<file path="config.mk">
export PLATFORM = sky130hd
export DESIGN_NAME = rca_serial_ctrl
export DESIGN_NICKNAME = d
export VERILOG_FILES = /design/src/rtl/rca_serial_ctrl.sv
export SDC_FILE = /design/constraint.sdc
export NUM_CORES = 1
export LEC_CHECK = 0
export ABC_AREA = 1
export CAP_MARGIN = 40
export CORE_UTILIZATION = 50
export DETAILED_ROUTE_END_ITERATION = 16
export PLACE_DENSITY = 0.88
export SYNTH_ARGS = -nofsm -noshare
export SYNTH_HDL_FRONTEND = slang
export SYNTH_SLANG_ARGS = --single-unit
</file>
<file path="constraint.sdc">
create_clock -name clk -period 2.8 [get_ports clk]
set_clock_uncertainty 0.05 [all_clocks]
set_input_delay 0.28 -clock clk [delete_from_list [all_inputs] [get_ports clk]]
set_output_delay 0.28 -clock clk [all_outputs]
set_load 0.02 [all_outputs]
</file>
<file path="src/rtl/rca_serial_ctrl.sv">
// Nibble-serial add/sub sequencer driving one shared external 4-bit ripple-carry adder.
// Optional status flags (flag_z, flag_n, flag_v) are built when RCA_SERIAL_FLAGS_EN is defined.
module rca_serial_ctrl #(
  parameter int WIDTH = 32
) (
  input  logic             clk,
  input  logic             reset_n,
  input  logic             start,
  input  logic             op_sub,
  input  logic [WIDTH-1:0] a,
  input  logic [WIDTH-1:0] b,
  output logic             busy,
  output logic             done,
  output logic [WIDTH-1:0] result,
  output logic             cout,
  output logic [3:0]       rca_a,
  output logic [3:0]       rca_b,
  output logic             rca_ci,
  input  logic [3:0]       rca_s,
  input  logic             rca_co
`ifdef RCA_SERIAL_FLAGS_EN
  ,
  output logic             flag_z,
  output logic             flag_n,
  output logic             flag_v
`endif
);

  localparam int NIB = WIDTH / 4;
  localparam int IW  = $clog2(NIB + 1);

  typedef enum logic [1:0] {
    IDLE = 2'd0,
    RUN  = 2'd1,
    DONE = 2'd2
  } state_t;

  state_t           r_state;
  state_t           w_state_nxt;
  logic [WIDTH-1:0] r_a;
  logic [WIDTH-1:0] r_b;
  logic             r_sub;
  logic [IW-1:0]    r_index;
  logic             r_carry;
  logic [WIDTH-1:0] r_result;
  logic             r_cout;
  logic             w_accept;
  logic             w_last;
  logic [IW+1:0]    w_base;

  assign w_base = {r_index, 2'b00};
  assign w_last = (r_state == RUN) && (r_index == IW'(NIB - 1));

  // NOTE: every signal driven here gets a default first, so no path leaves it unassigned (no latch).
  always_comb begin
    w_state_nxt = r_state;
    w_accept    = 1'b0;
    unique case (r_state)
      IDLE: begin
        if (start) begin
          w_state_nxt = RUN;
          w_accept    = 1'b1;
        end
      end
      RUN: begin
        if (w_last) w_state_nxt = DONE;
      end
      DONE: begin
        w_accept    = start;
        w_state_nxt = start ? RUN : IDLE;
      end
      default: w_state_nxt = IDLE;
    endcase
  end

  // Adder is fed only during RUN; the first pass injects the subtract carry-in.
  always_comb begin
    rca_a  = 4'h0;
    rca_b  = 4'h0;
    rca_ci = 1'b0;
    if (r_state == RUN) begin
      rca_a  = r_a[w_base +: 4];
      rca_b  = r_b[w_base +: 4] ^ {4{r_sub}};
      rca_ci = (r_index == '0) ? r_sub : r_carry;
    end
  end

  // NOTE: sequential state uses non-blocking assignments so all registers update from pre-edge values.
  always_ff @(posedge clk) begin
    if (!reset_n) begin
      r_state  <= IDLE;
      r_a      <= '0;
      r_b      <= '0;
      r_sub    <= 1'b0;
      r_index  <= '0;
      r_carry  <= 1'b0;
      r_result <= '0;
      r_cout   <= 1'b0;
    end else begin
      r_state <= w_state_nxt;
      if (w_accept) begin
        r_a     <= a;
        r_b     <= b;
        r_sub   <= op_sub;
        r_index <= '0;
      end
      if (r_state == RUN) begin
        r_result[w_base +: 4] <= rca_s;
        r_carry               <= rca_co;
        r_index               <= r_index + IW'(1);
        if (w_last) r_cout <= rca_co;
      end
    end
  end

`ifdef RCA_SERIAL_FLAGS_EN
  // Flags are captured alongside the final nibble, so the zero test merges the incoming sum nibble.
  always_ff @(posedge clk) begin
    if (!reset_n) begin
      flag_z <= 1'b0;
      flag_n <= 1'b0;
      flag_v <= 1'b0;
    end else if (w_last) begin
      flag_z <= ({rca_s, r_result[WIDTH-5:0]} == '0);
      flag_n <= rca_s[3];
      flag_v <= r_carry ^ rca_co;
    end
  end
`endif

  assign busy   = (r_state == RUN);
  assign done   = (r_state == DONE);
  assign result = r_result;
  assign cout   = r_cout;

endmodule

</file>
# After elaboration in Yosys (flattened, before gate mapping)
# Cells that the tools add are included.
# word_totals
reg_bits	105
latch_bits	0
ram_bits	0
rom_bits	0
input_bits	73
out_inout_bits	44
word_cells	39
n_memories	0
# classes
n_addsub	2
n_mul	0
div_mod_pow	0
order_cmp	0
eq_ne	5
shifts	4
mux	13
n_bitwise	1
reduce_logical	6
# ops
operator	n
32-bit by 7-bit indexed part select with 4-bit output	2
32-bit bitwise mux	1
4-bit by 8-bit variable shift with 32-bit output, first input constant	1
4-bit by 8-bit indexed part select with 32-bit output	1
4-bit two-way mux	4
6-bit negation with 8-bit output	1
2-bit case mux with 3 select lines	1
4-bit by 1-bit adder with 4-bit output, second input constant	1
4-bit by 3-bit == test with 1-bit output, second input constant	1
4-bit logical NOT	1
1-bit two-way mux	4
2-bit two-way mux	2
2-bit AND reduction	2
4-bit bitwise XOR	1
2-bit by 1-bit == test with 1-bit output, second input constant	1
2-bit == test, second input constant	1
2-bit logical NOT	1
2-bit by 1-bit != test with 1-bit output, second input constant	1
2-bit != test, second input constant	1
1-bit case mux with 2 select lines	1
2-bit nonzero test	1
1-bit logical AND	1

# Logic depth before layout (Yosys ltp)
# depth
ltp_word	4
ltp_mapped	12

# Worst setup path before layout
# No wires, ideal clock.
# synth_path
path_type	reg2reg
start	register r_index[0]
end	register r_result[0] (netlist: result[0])
t_arrival_ps	1925
required_ps	2637
path_slack_ps	712
stages_incl_launch_ff	12
n_path_buf	3
synth_period_minus_slack_ps	2088
path_cell_list	dfxtp_1 buf_4 inv_2 buf_6 buf_2 ha_1 inv_1 nand2_1 nor3_4 o21ai_1 nand2_1 nor2_1
# synth_between
elab_chain_cells	3
# synth_rtl
element	line_no	source
from (decl)	43	logic [IW-1:0] r_index;
from (signal assigned)	110	r_index <= r_index + IW'(1);
6-bit negation with 8-bit output (*)	108	r_result[w_base +: 4] <= rca_s;
4-bit by 8-bit indexed part select with 32-bit output / 4-bit by 8-bit variable shift with 32-bit output (equally long branches)	108	
32-bit bitwise mux (*)	108	
to (signal, indexed assignment)	108	
to (decl)	45	logic [WIDTH-1:0] r_result;
# Every way passes the cells marked *; elsewhere a longest branch is shown, timed or not.
# A chain may end at the register's enable or synchronous reset.

# Worst setup path in the final report
# layout_path
start	register r_index[0]
end	output rca_a[0]
# layout_between
elab_chain_cells	2
# layout_rtl
element	line_no	source
32-bit by 7-bit indexed part select with 4-bit output	82	rca_a = r_a[w_base +: 4];
4-bit two-way mux	81	if (r_state == RUN) begin
to (decl)	16	output logic [3:0] rca_a,
# No other way between the ends.

==> metrics.txt <==
status finished, final reports clean; startpoint types register; RSZ-0062 raised after global routing no; gpl congestion ~0.90; worst vdd ir about 0.29 mV; fin crit share 0.9620; num ports around 120; port bufs about 120; number of flops mapped to enable cells by yosys 0; yosys warns 0; Hold WC Path Type primary input to register; Crit path arrival time about 2400 ps; # Post-CTS Setup Buffers 0; post-route minimum period around 2700 ps; max_slew headroom 0.6230; Initial Util 0.5202; worst min-delay path startpoint reset_n; CORE AREA between 0.009 and 0.01 mm^2; Synth top cells by count nor2_1 (164), nand2_1 (129), dfxtp_1 (105); worst skew pair latency 360 ps; aggregate global routing overflow 0; Seq/Total Area, Yosys 0.4332; Worst Reg-to-Reg Cells 9; GRT Util Overall 0.2551; setup slack, reg-to-reg about 730 ps; Synth Area per Inst 6.748 um^2; asr flop ratio synth 0; Pwr Density approximately 530 mW/mm^2; dpl ws approximately 430 ps; nets@finish 893; hold path depth 3; clock transition at the registers of the reported paths about 100 ps; R2R Path Start r_index[1]; Finish-stage setup viols 0; Final Hold Fails 0; largest family of logic cells by synthesized area simple AND/OR/NAND/NOR gates; xor and xnor area share after synthesis 0.006704; Simple-Gate Fraction of Synth Area 0.2904; Synth Cell Area 0.004852 mm^2; Post-Synth Adder-Cell Area 0.01289; hold endpoint r_b[24]; pin count of the biggest net entering global routing 74; P_leak around 2.8 nW; WL per Instance about 13 um; final max-slew violation count 0; die width just over 100 um; post-synth cell types 29; Max Root-Sink Buffers 2; area grow syn2layout 29.76%; post-CTS sizing 0; Synth Flop Type dfxtp_1; Num Clock Sinks roughly 110; number of global-route vias before repair about 4600; register area around 0.0021 mm^2; CTS tree built; DRC 0; multiplexer share of the synthesized area 0; Layout fillers 794; CTS buffer count 9; Slew @ Worst Pin 565.6 ps; Post-DP HPWL 8792 um; Final Routed Wirelength 12200 um; H-tree Lvls 3; worst-path maximum fanout 26; post-route setup TNS 0 ps; Required @ worst endpoint between 2000 and 2500 ps; DRT Pass-1 Iters 5; most frequent cell after synthesis nor2_1; Setup crit end kind primary output; Iter 0 DRT Violations 308; R2R Path End result[18]; first-pass GRT wire length approximately 21000 um; Area contributors post-synth dfxtp_1 (43%), nor2_1 (13%), nand2_1 (10%); Yosys reg bits around 110; footprint of the multi-input gates around 0.0023 mm^2; Antenna Cells 0; Yosys top cell by area dfxtp_1; setup ws final about 110 ps; # rows 35; clk root buf clkbuf_8; Die H approximately 100 um; die area about 0.010 mm^2; Synth Area in Compound Gates 0.1583; DR vias/cell approximately 5.1; initial antenna violation count 0; post-synthesis instance total between 700 and 800; CP Class register to primary output; Net Count, Synth between 700 and 800; via count about 4800; share of cells above drive strength 1 0.05366; Yosys top cell area share 0.4332; hold_buf cts 0; fmax around 370 MHz; max_cap viols 0; remaining antenna violation count 0
-- per-stage QoR --
| stage | cells | cell area, um^2 | utilization | hold WS [ps] | power [mW] |
|---|---|---|---|---|---|
| floorplan | 719 | 4852 | - | 333.1 | 2.066 |
| global placement | 932 | 6036 | 0.6471 | 389.5 | 2.279 |
| finish | 949 | 6296 | 0.6750 | 166.0 | 3.347 |
| detailed placement | 933 | 6051 | 0.6487 | 396.2 | 2.305 |
| CTS | 949 | 6284 | 0.6736 | 154.2 | 3.355 |
| global route | 949 | 6296 | 0.6750 | 195.6 | 3.509 |
-- critical path, stage by stage, from the launching register on --
cell and delay (ps):
dfxtp_1 360, inv_4 220, buf_4 220, nor2_1 60, o22ai_1 190, nand2_1 80, a21oi_1 220, clkdlybuf4s50_1 650
-- cells in the final DEF (no fill, tap or decap), types with 3 or more instances in the layout --
master,n
o21ai_0,92
inv_1,70
inv_6,3
buf_4,7
nand2_2,5
dfxtp_1,105
o22ai_1,4
clkdlybuf4s50_1,115
nand2_1,128
nand4_1,3
ha_1,4
clkbuf_8,10
nor3_1,8
nor2_1,164
o21ai_1,4
a21oi_1,48
nor3b_1,4
nand3_1,22
-- registers in the layout (all words and copies together) (netlist names) --
| signal | flops |
|---|---|
| r_b | 32 |
| r_index | 4 |
| cout | 1 |
| r_carry | 1 |
| r_sub | 1 |
| result | 32 |
| r_a | 32 |
| r_state | 2 |
-- worst max path at each step --
stage,end,startpoint,depth (start not counted)
6_report,rca_a[0],r_index[0],7
5_1_grt,rca_a[0],r_index[0],7
4_1_cts,rca_a[0],r_index[0],7
3_5_place_dp,rca_a[0],r_index[0],7
3_3_place_gp,rca_ci,r_index[0],5
2_1_floorplan,result[0],r_index[0],11
-- kinds of logic (layout without fill, tap and decap cells) --
logic type / count (synthesis) / in the layout
AOI/OAI and AO/OA: 151 / 151
adders and majority gates: 5 / 5
DFF: 105 / 105
and+or+nand+nor: 341 / 341
xor gates and xnor gates: 2 / 2
buffers and inverters: 115 / 216
-- layout make-up --
| class | count | share of cell area |
|---|---|---|
| multi-input cells | 499 | 0.3617 |
| flip-flops and latches | 105 | 0.3339 |
| inverters | 75 | 0.04511 |
| repair buffers | 125 | 0.1967 |
| clock buffers | 10 | 0.02186 |
| clock inverters | 6 | 0.01510 |
| well taps | 129 | 0.02564 |
-- where the power goes --
part	leakage (nW)	internal [mW]	total, mW	switching, mW
combinational	1.83	0.275	0.656	0.381
clock	0.118	0.539	1.06	0.524
sequential	0.863	1.59	1.63	0.0418
total	2.81	2.40	3.35	0.947
-- layer usage --
| metal | vias to the layer above | share of wire | track usage |
|---|---|---|---|
| met5 | - | 0 | 0 |
| met2 | 186 | 0.49 | 0.4478 |
| met4 | 0 | 0.019 | 0.08584 |
| li1 | 2459 | - | - |
| met1 | 2161 | 0.43 | 0.3110 |
| met3 | 25 | 0.065 | 0.05270 |
(Power assumes the default switching activity.)
